$ cat src/rtl/imem_load_ctrl_pkg.sv
// Shared types and constants for the UART-driven instruction memory loader.
// The state encoding and byte-lane geometry live here so the timer, top and bench agree.
package imem_load_pkg;

    typedef enum logic [2:0] {
        IDLE,
        RECV,
        FLUSH,
        CHECK,
        HOLD,
        ERR
    } state_t;

    localparam int LANES  = 4;
    localparam int BYTE_W = 8;

endpackage

$ cat src/rtl/imem_load_ctrl_if.sv
// Bundle of the rx byte stream, imem write port and loader status signals.
// The controller uses the slave view; whatever feeds bytes and watches status uses master.
interface imem_load_ctrl_if #(
    parameter int ADDR_W = 10
);

    logic              rx_valid;
    logic [7:0]        rx_data;
    logic              mem_we;
    logic [ADDR_W-3:0] mem_waddr;
    logic [31:0]       mem_wdata;
    logic              cpu_rst;
    logic              load_busy;
    logic              load_done;
    logic              load_err;
    logic [ADDR_W:0]   byte_cnt;

    modport master (
        output rx_valid, rx_data,
        input  mem_we, mem_waddr, mem_wdata, cpu_rst,
        input  load_busy, load_done, load_err, byte_cnt
    );

    modport slave (
        input  rx_valid, rx_data,
        output mem_we, mem_waddr, mem_wdata, cpu_rst,
        output load_busy, load_done, load_err, byte_cnt
    );

endinterface

$ cat src/rtl/imem_load_ctrl_idle_timer.sv
// Up-counter that raises expire when it reaches a caller-chosen terminal value.
// Shared between the line-idle timeout and the post-load CPU hold interval.
module idle_timer #(
    parameter int WIDTH = 8
) (
    input  logic             clk,
    input  logic             reset,
    input  logic             load_i,
    input  logic             enable_i,
    input  logic [WIDTH-1:0] term_i,
    output logic             expire_o
);

    logic [WIDTH-1:0] cnt_q;

    assign expire_o = (cnt_q == term_i);

    // Parks at the terminal value so a late consumer still sees expire.
    always_ff @(posedge clk or posedge reset) begin
        if (reset) begin
            cnt_q <= '0;
        end else if (load_i) begin
            cnt_q <= '0;
        end else if (enable_i && !expire_o) begin
            cnt_q <= cnt_q + WIDTH'(1);
        end
    end

endmodule

$ cat src/rtl/imem_load_ctrl.sv
// Packs UART bytes little-endian into imem words, holds the CPU in reset while loading.
// Optional IMEM_LOAD_CHECKSUM_EN: image must sum to 8'h00 mod 256 or the load ends in ERR.
module imem_load_ctrl
    import imem_load_pkg::*;
#(
    parameter int ADDR_W       = 10,
    parameter int IDLE_TIMEOUT = 2_700_000,
    parameter int HOLD_CYCLES  = 16
) (
    input  logic            clk,
    input  logic            reset,
    imem_load_ctrl_if.slave bus
);

    localparam int TW_IDLE = $clog2(IDLE_TIMEOUT);
    localparam int TW_HOLD = $clog2(HOLD_CYCLES);
    localparam int TW      = (TW_IDLE > TW_HOLD) ? TW_IDLE : TW_HOLD;
    localparam int CW      = ADDR_W + 1;
    localparam logic [TW-1:0] IDLE_TERM = TW'(IDLE_TIMEOUT - 1);
    localparam logic [TW-1:0] HOLD_TERM = TW'(HOLD_CYCLES - 1);
    localparam logic [CW-1:0] CAP       = {1'b1, {ADDR_W{1'b0}}};

    state_t            state_q, state_d;
    logic [31:0]       wordBuf_q, wordBuf_d;
    logic [CW-1:0]     byteCnt_q, byteCnt_d;
    logic              ovf_q, ovf_d;
    logic              memWe_q, memWe_d;
    logic [ADDR_W-3:0] memWaddr_q, memWaddr_d;
    logic [31:0]       memWdata_q, memWdata_d;
    logic              loadDone_q, loadDone_d;
    logic              loadErr_q, loadErr_d;

    logic              timerLoad, timerExpire;
    logic              startLoad, acceptByte, csumBad;
    logic [1:0]        lane;

    idle_timer #(.WIDTH(TW)) u_timer (
        .clk      (clk),
        .reset    (reset),
        .load_i   (timerLoad),
        .enable_i ((state_q == RECV) || (state_q == HOLD)),
        .term_i   ((state_q == HOLD) ? HOLD_TERM : IDLE_TERM),
        .expire_o (timerExpire)
    );

    assign lane = byteCnt_q[1:0];

`ifdef IMEM_LOAD_CHECKSUM_EN
    logic [7:0] sum_q, sum_d;

    always_comb begin
        sum_d = sum_q;
        if (startLoad) begin
            sum_d = bus.rx_data;
        end else if (acceptByte) begin
            sum_d = sum_q + bus.rx_data;
        end
    end

    always_ff @(posedge clk or posedge reset) begin
        if (reset) begin
            sum_q <= '0;
        end else begin
            sum_q <= sum_d;
        end
    end

    assign csumBad = (sum_q != 8'h00);
`else
    assign csumBad = 1'b0;
`endif

    // A byte arriving in IDLE, HOLD or ERR always restarts the image at word 0.
    always_comb begin
        state_d    = state_q;
        wordBuf_d  = wordBuf_q;
        byteCnt_d  = byteCnt_q;
        ovf_d      = ovf_q;
        memWe_d    = 1'b0;
        memWaddr_d = memWaddr_q;
        memWdata_d = memWdata_q;
        loadDone_d = 1'b0;
        loadErr_d  = loadErr_q;
        timerLoad  = 1'b0;
        startLoad  = 1'b0;
        acceptByte = 1'b0;

        case (state_q)
            IDLE, ERR: begin
                if (bus.rx_valid) startLoad = 1'b1;
            end
            HOLD: begin
                if (bus.rx_valid) begin
                    startLoad = 1'b1;
                end else if (timerExpire) begin
                    state_d    = IDLE;
                    loadDone_d = 1'b1;
                end
            end
            RECV: begin
                if (bus.rx_valid) begin
                    timerLoad = 1'b1;
                    if (byteCnt_q == CAP) ovf_d = 1'b1;
                    else                  acceptByte = 1'b1;
                end else if (timerExpire) begin
                    state_d = FLUSH;
                    if (lane != 2'd0) begin
                        memWe_d    = 1'b1;
                        memWaddr_d = byteCnt_q[ADDR_W-1:2];
                        memWdata_d = wordBuf_q;
                    end
                end
            end
            FLUSH: begin
                state_d = CHECK;
                if (bus.rx_valid) ovf_d = 1'b1;
            end
            CHECK: begin
                if (ovf_q || bus.rx_valid || csumBad) begin
                    state_d   = ERR;
                    loadErr_d = 1'b1;
                end else begin
                    state_d   = HOLD;
                    timerLoad = 1'b1;
                end
            end
            default: state_d = IDLE;
        endcase

        if (startLoad) begin
            state_d   = RECV;
            timerLoad = 1'b1;
            wordBuf_d = {24'h0, bus.rx_data};
            byteCnt_d = CW'(1);
            ovf_d     = 1'b0;
            loadErr_d = 1'b0;
        end

        // Upper lanes are cleared after each full word so a FLUSH write is zero-padded.
        if (acceptByte) begin
            byteCnt_d = byteCnt_q + CW'(1);
            if (lane == 2'(LANES - 1)) begin
                memWe_d    = 1'b1;
                memWaddr_d = byteCnt_q[ADDR_W-1:2];
                memWdata_d = {bus.rx_data, wordBuf_q[23:0]};
                wordBuf_d  = '0;
            end else begin
                wordBuf_d[BYTE_W*lane +: BYTE_W] = bus.rx_data;
            end
        end
    end

    always_ff @(posedge clk or posedge reset) begin
        if (reset) begin
            state_q    <= IDLE;
            wordBuf_q  <= '0;
            byteCnt_q  <= '0;
            ovf_q      <= 1'b0;
            memWe_q    <= 1'b0;
            memWaddr_q <= '0;
            memWdata_q <= '0;
            loadDone_q <= 1'b0;
            loadErr_q  <= 1'b0;
        end else begin
            state_q    <= state_d;
            wordBuf_q  <= wordBuf_d;
            byteCnt_q  <= byteCnt_d;
            ovf_q      <= ovf_d;
            memWe_q    <= memWe_d;
            memWaddr_q <= memWaddr_d;
            memWdata_q <= memWdata_d;
            loadDone_q <= loadDone_d;
            loadErr_q  <= loadErr_d;
        end
    end

    assign bus.mem_we    = memWe_q;
    assign bus.mem_waddr = memWaddr_q;
    assign bus.mem_wdata = memWdata_q;
    assign bus.cpu_rst   = (state_q != IDLE);
    assign bus.load_busy = (state_q != IDLE);
    assign bus.load_done = loadDone_q;
    assign bus.load_err  = loadErr_q;
    assign bus.byte_cnt  = byteCnt_q;

endmodule

$ cat src/flat_wrapper.sv
// flat-port wrapper written by rule: the top's interface ports become plain ports
module imem_load_ctrl_flat import imem_load_pkg::*;
#(
    parameter int ADDR_W       = 10,
    parameter int IDLE_TIMEOUT = 2_700_000,
    parameter int HOLD_CYCLES  = 16
)
  (clk, reset, bus_rx_valid, bus_rx_data, bus_mem_we, bus_mem_waddr, bus_mem_wdata, bus_cpu_rst, bus_load_busy, bus_load_done, bus_load_err, bus_byte_cnt);
  imem_load_ctrl_if #(.ADDR_W(ADDR_W)) bus_i ();
  input  logic clk;
  input  logic reset;
  input wire logic [$bits(bus_i.rx_valid)-1:0] bus_rx_valid;
  input wire logic [$bits(bus_i.rx_data)-1:0] bus_rx_data;
  output wire logic [$bits(bus_i.mem_we)-1:0] bus_mem_we;
  output wire logic [$bits(bus_i.mem_waddr)-1:0] bus_mem_waddr;
  output wire logic [$bits(bus_i.mem_wdata)-1:0] bus_mem_wdata;
  output wire logic [$bits(bus_i.cpu_rst)-1:0] bus_cpu_rst;
  output wire logic [$bits(bus_i.load_busy)-1:0] bus_load_busy;
  output wire logic [$bits(bus_i.load_done)-1:0] bus_load_done;
  output wire logic [$bits(bus_i.load_err)-1:0] bus_load_err;
  output wire logic [$bits(bus_i.byte_cnt)-1:0] bus_byte_cnt;
  assign bus_i.rx_valid = bus_rx_valid;
  assign bus_i.rx_data = bus_rx_data;
  assign bus_mem_we = bus_i.mem_we;
  assign bus_mem_waddr = bus_i.mem_waddr;
  assign bus_mem_wdata = bus_i.mem_wdata;
  assign bus_cpu_rst = bus_i.cpu_rst;
  assign bus_load_busy = bus_i.load_busy;
  assign bus_load_done = bus_i.load_done;
  assign bus_load_err = bus_i.load_err;
  assign bus_byte_cnt = bus_i.byte_cnt;
  imem_load_ctrl #(.ADDR_W(ADDR_W), .IDLE_TIMEOUT(IDLE_TIMEOUT), .HOLD_CYCLES(HOLD_CYCLES)) u_core (.clk(clk), .reset(reset), .bus(bus_i));
endmodule
$ cat config.mk
export PLATFORM = sky130hd
export DESIGN_NAME = imem_load_ctrl_flat
export DESIGN_NICKNAME = d
export VERILOG_FILES = /design/src/rtl/imem_load_ctrl_pkg.sv /design/src/rtl/imem_load_ctrl_if.sv /design/src/rtl/imem_load_ctrl_idle_timer.sv /design/src/rtl/imem_load_ctrl.sv /design/src/flat_wrapper.sv
export SDC_FILE = /design/constraint.sdc
export NUM_CORES = 1
export LEC_CHECK = 0
export ABC_AREA = 1
export CORE_MARGIN = 4
export CORE_UTILIZATION = 59
export CTS_BUF_LIST = sky130_fd_sc_hd__clkbuf_8
export DETAILED_ROUTE_END_ITERATION = 7
export HOLD_SLACK_MARGIN = 0.02
export PLACE_DENSITY = 0.83
export SYNTH_ARGS = -nofsm -noshare
export SYNTH_HDL_FRONTEND = slang
export SYNTH_SLANG_ARGS = --single-unit
$ cat constraint.sdc
create_clock -name clk -period 5.4 [get_ports clk]
set_clock_uncertainty 0.15 [all_clocks]
set_input_delay 1.35 -clock clk [delete_from_list [all_inputs] [get_ports clk]]
set_output_delay 1.35 -clock clk [all_outputs]
set_load 0.01 [all_outputs]
Word-level counts from Yosys, hierarchy flattened:

Index checks and enable logic that the tools add are counted.

* $add $sub $neg: 3
* mux-type cells: 53
* reductions and logical operators: 17
* eq/ne operators: 16
* shift operators: 2

Operators with widths (count)
* $mux W32: 9
* $mux W22: 3
* $mux W8: 6
* $neg A5 Y34: 1
* $shift A8 B34 Y32 const A: 1
* $shiftx A8 B34 Y32: 1
* $bwmux W32: 1
* $mux W1: 24
* $add A22 B1 Y22 const B: 1
* $eq A22 B22 Y1: 1
* $mux W11: 2
* $ne A3 B2 Y1 const B: 7
* $mux W3: 5
* $pmux W3 S5: 1
* $add A11 B1 Y11 const B: 1
* $eq A11 B11 Y1 const B: 1
* $reduce_bool A2 Y1: 5
* $eq A3 B2 Y1 const B: 2
* $eq A3 B3 Y1 const B: 2
* $reduce_bool A3 Y1: 2
* $reduce_and A5 Y1: 1
* $pmux W1 S2: 2
* $reduce_and A4 Y1: 1
* $eq A3 B1 Y1 const B: 1
* other kinds (9): 10

* word-level logic and storage cells: 101
* register bits: 112
* input port bits: 11
* output and inout bits: 56

Depth between registers and ports, before layout:

* word-level depth: 8
* depth in mapped cells: 15
* gate-level depth less buffers: 12

Modules after synthesis:

A second synthesis with hierarchy kept.

* cell total of the unflattened synthesis: 977
* area total of the unflattened synthesis: 6915.4 um^2

Modules (own cells, without submodules)
* imem_load_ctrl: times used 1, cells each 646, sequential area each 2252.2 um^2, area an instance 4986.0 um^2
* idle_timer: times used 1, cells each 331, sequential area each 550.5 um^2, area an instance 1929.4 um^2

Worst setup path before layout:

No wires, ideal clock.

* kind: reg-to-reg
* from: register u_core.byteCnt_q[0] (netlist: u_core.bus.byte_cnt[0])
* to: register u_core.memWdata_q[28] (netlist: u_core.bus.mem_wdata[28])
* setup slack: 2.878 ns
* library setup time: 0.119 ns
* cell stages (with the launch flop): 16
* data required time: 5.131 ns
* arrival time: 2.254 ns
* cells stage by stage: dfrtp_1 > inv_1 > clkbuf_1 > ha_1 > buf_4 > inv_4 > nor3_2 > nand4_1 > nand2_4 > nor2_8 > inv_4 > buf_6 > buf_6 > nor2_1 > nor2_1 > nand2_1

* longest elaborated chain between the ends: 7
* elaborated cells between the ends (all ways): 12

RTL lines
* from (decl): RTL line imem_load_ctrl.sv:25 `logic [CW-1:0] byteCnt_q, byteCnt_d;`
* from (signal assigned): RTL line imem_load_ctrl.sv:167 `byteCnt_q <= byteCnt_d;`
* $reduce_bool A2 Y1: RTL line imem_load_ctrl.sv:107 `if (lane != 2'd0) begin`
* $mux W32: RTL line imem_load_ctrl.sv:107
* $mux W32: RTL line imem_load_ctrl.sv:105 `end else if (timerExpire) begin`
* $mux W32: RTL line imem_load_ctrl.sv:101 `if (bus.rx_valid) begin`
* $mux W32: RTL line imem_load_ctrl.sv:88 `case (state_q)`
* $mux W32: RTL line imem_load_ctrl.sv:142 `if (lane == 2'(LANES - 1)) begin`
* $mux W32 (*): RTL line imem_load_ctrl.sv:140 `if (acceptByte) begin`
* named net u_core.memWdata_d[28]: RTL line imem_load_ctrl.sv:29 `logic [31:0] memWdata_q, memWdata_d;`
* to (signal assigned): RTL line imem_load_ctrl.sv:171 `memWdata_q <= memWdata_d;`
* to (decl): RTL line imem_load_ctrl.sv:29

Mark *: on every way through the listed nets, which the timed path passes. The rest lies on a longest branch.
A chain may end at the register's enable or synchronous reset.

Worst setup path after layout:

* from: register u_core.byteCnt_q[0] (netlist: u_core.bus.byte_cnt[0])
* to: register u_core.memWdata_q[6] (netlist: u_core.bus.mem_wdata[6])

Same word-level chain as after synthesis.

==> flow_metrics.env <==
export IMPL_dr_total_vias=5484
export IMPL_finalInstanceArea_sq_mm=0.00700
export IMPL_root_buffer="clkbuf_8"
export IMPL_cts_hold_buf=0
export IMPL_crit_type="reg2reg"
export IMPL_p_leak_uw=0.00339
export IMPL_antenna_left=0
export IMPL_gp_congestion=0.928
export IMPL_cp_cell_sequence="inv_1 -> ha_1 -> inv_4 -> nor3_2 -> nand4_1 -> nand2_4 -> nor2_8 -> a21oi_4 -> nand2_1 -> nand2_1"
export IMPL_dieArea_sq_mm=0.0122
export IMPL_antenna_cells_inserted=0
export IMPL_nets=884
export IMPL_fin_crit_ns=3.90
export IMPL_grt_max_degree=86
export IMPL_cts_inserted_buffers=9
export IMPL_clock_latency_ns=0.41
export IMPL_required_ns=5.60
export IMPL_cts_resized_gates=0
export IMPL_coreArea_sq_mm=0.0103
export IMPL_max_freq_mhz=257
export IMPL_yosysWarnings=0
export IMPL_period_share=0.722
export IMPL_clock_sinks=112
export IMPL_fin_tns_setup_ns=0
export IMPL_critPathArrivalTime_ns=4.10
export IMPL_start_util=0.600
export IMPL_die_width_microns=110
export IMPL_drive_above_1_share=0.0609
export IMPL_postCtsSetupBuffers=0
export IMPL_powerDensity_mw_per_mm2=482
export IMPL_fill_cells=906
export IMPL_syn_nets=836
export IMPL_max_slew_margin=0.315
export IMPL_dpl_cell_area_sq_mm=0.00681
export IMPL_hold_class="reg2reg"
export IMPL_ys_flop_type="dfrtp_1"
export IMPL_cts_tree="yes"
export IMPL_worst_ir_drop_vdd_mv=0.346
export IMPL_num_rows=37
export IMPL_grt_pass1_vias=5253
export IMPL_synth_cell_types=36
export IMPL_wl_per_cell_microns=15.3
export IMPL_synth_edf_count=0
export IMPL_postSynthCellCount=818
export IMPL_clk_pin_slew_ns=0.11
export IMPL_dr_pass1_iters=6
export IMPL_final_common_cell="nand2_1"
export IMPL_ios=67
export IMPL_grt_setup_unrepaired="false"
export IMPL_drc=0
export IMPL_avgViaCountPerCell=5.45
export IMPL_grt_pass1_wl_mm=25.5
export IMPL_synth_seq_area_share=0.454
export IMPL_worst_pin_slew_ns=1.03
export IMPL_overflow=0
export IMPL_synth_async_reset_ratio=1.00
export IMPL_die_h_microns=110
export IMPL_crit_top_cell="nand2_1"
export IMPL_antenna_found_initial=0
export IMPL_drtIter0Drc=526
export IMPL_numPortBuffers=66
export IMPL_detailed_place_hpwl_mm=10.9
export IMPL_endpoint_kind="flip-flop"
export IMPL_startpoint_type="flip-flop"
export IMPL_status="finished, final reports clean"
export IMPL_layout_common_cells="246 x nand2_1, 112 x dfrtp_1, 85 x nor2_1, 82 x inv_1, 66 x clkdlybuf4s50_1"
export IMPL_maxCapViolCount=0
export IMPL_hold_viol=0
export IMPL_synth_seq_cells=112
export IMPL_slowest_delay_ns=0.74
export IMPL_setup_violations=0
export IMPL_grt_usage=0.273
export IMPL_syn_to_final_growth_pct=13.5
export IMPL_syn_avg_cell_area_sq_um=7.54
export IMPL_wirelength_mm=15.4
export IMPL_timing_critical_path_fanout_max=35
export IMPL_syn_cell_area_sq_mm=0.00617
export IMPL_h_tree_depth=3
export IMPL_slew_violations=0
export IMPL_cts_path_max_buffers=2
export IMPL_slowest_stage="a21oi_4"
## cells by family (layout without fill, tap and decap cells)
logic type	count (synthesis)	count (layout)	synth area share
compound gates	110	110	0.0933
xor+xnor	13	13	0.0185
fa+ha+maj	7	7	0.0142
buf+inv	125	177	0.0927
flops	112	112	0.454
simple gates	451	451	0.327
## power breakdown
group	internal (uW)	switching (uW)	total [uW]
Sequential	1110	194	1310
Combinational	592	957	1550
Clock	225	298	523
## worst max-delay path, delay by kind of cell (launching register included)
family          cells  cell delay (ns)
compound gates      1             0.74
buf+inv             2             0.62
fa+ha+maj           1             0.71
flops               1             0.55
simple gates        6             1.04
## cell type report
| type | count | area, sq um | share of cell area |
|---|---|---|---|
| Sequential cell | 112 | 2800 | 0.400 |
| Multi-Input combinational cell | 581 | 2800 | 0.399 |
| Timing Repair Buffer | 68 | 676 | 0.0965 |
| Inverter | 94 | 365 | 0.0522 |
| Tap cell | 136 | 170 | 0.0243 |
| Clock buffer | 10 | 138 | 0.0196 |
| Clock inverter | 5 | 56.3 | 0.00804 |
## registers in the layout, summed over array words and instances, names as in the netlist
signal	flops
u_core.bus.mem_wdata	32
u_core.wordBuf_q	32
u_core.u_timer.cnt_q	22
u_core.bus.byte_cnt	11
u_core.bus.mem_waddr	8
u_core.state_q	3
u_core.bus.load_done	1
u_core.bus.load_err	1
u_core.bus.mem_we	1
u_core.ovf_q	1
## path summary, 6_finish.rpt
check                                             start                       to  slack (ns)  depth (start not counted)
worst max-delay path             u_core.bus.byte_cnt[0]  u_core.bus.mem_wdata[6]        1.50                         10
worst min-delay path            u_core.bus.mem_wdata[0]  u_core.bus.mem_wdata[0]        0.33                          2
worst max register to register   u_core.bus.byte_cnt[0]  u_core.bus.mem_wdata[6]        1.50                         10
worst min register to register  u_core.bus.mem_wdata[0]  u_core.bus.mem_wdata[0]        0.33                          2
max in group asynchronous                         reset  u_core.bus.mem_waddr[5]        2.74                          3
min in group asynchronous                         reset  u_core.bus.mem_wdata[0]        1.39                          2
## metrics by stage
step                std cells  total power [uW]  hold slack, ns  utilization  worst slack, ns
finish                   1006              3380           0.326        0.682             1.50
global placement          991              2810           0.303        0.663             1.43
floorplan                 818              2300           0.299            -            0.941
detailed placement        991              2860           0.308        0.663             1.28
CTS                      1006              3380           0.332        0.682             1.52
global route             1006              3630           0.361        0.682             1.27
## synthesized netlist by cell type, types with 2 or more instances
cell type | count | area [sq um]
or2_2 | 2 | 12.5
nor2_8 | 3 | 60.1
clkbuf_1 | 4 | 15.0
dfrtp_1 | 112 | 2800
buf_2 | 14 | 70.1
xor2_1 | 13 | 114
o21ai_0 | 32 | 160
o22ai_1 | 6 | 37.5
nor4_1 | 3 | 18.8
inv_1 | 83 | 312
ha_1 | 7 | 87.6
nor2_2 | 2 | 12.5
nand4_1 | 14 | 87.6
nor2_1 | 85 | 319
nand3_4 | 2 | 35.0
o21ai_1 | 32 | 160
buf_4 | 6 | 45.0
inv_4 | 2 | 12.5
nand2_1 | 246 | 923
nand2_2 | 3 | 18.8
inv_2 | 7 | 26.3
nor3b_1 | 2 | 15.0
nand3_1 | 62 | 310
buf_6 | 7 | 78.8
a21oi_1 | 37 | 185
nor3_1 | 16 | 80.1
nor2_4 | 4 | 45.0
nand2_4 | 4 | 45.0
## per-layer routing
layer / global-route usage / wire, microns / vias up
li1: - / - / 2696
met1: 0.370 / 6920 / 2582
met2: 0.440 / 7260 / 182
met3: 0.0571 / 904 / 24
met4: 0.0862 / 292 / 0
met5: 0 / 0 / -
No activity file was read; power rests on OpenSTA's default activity.
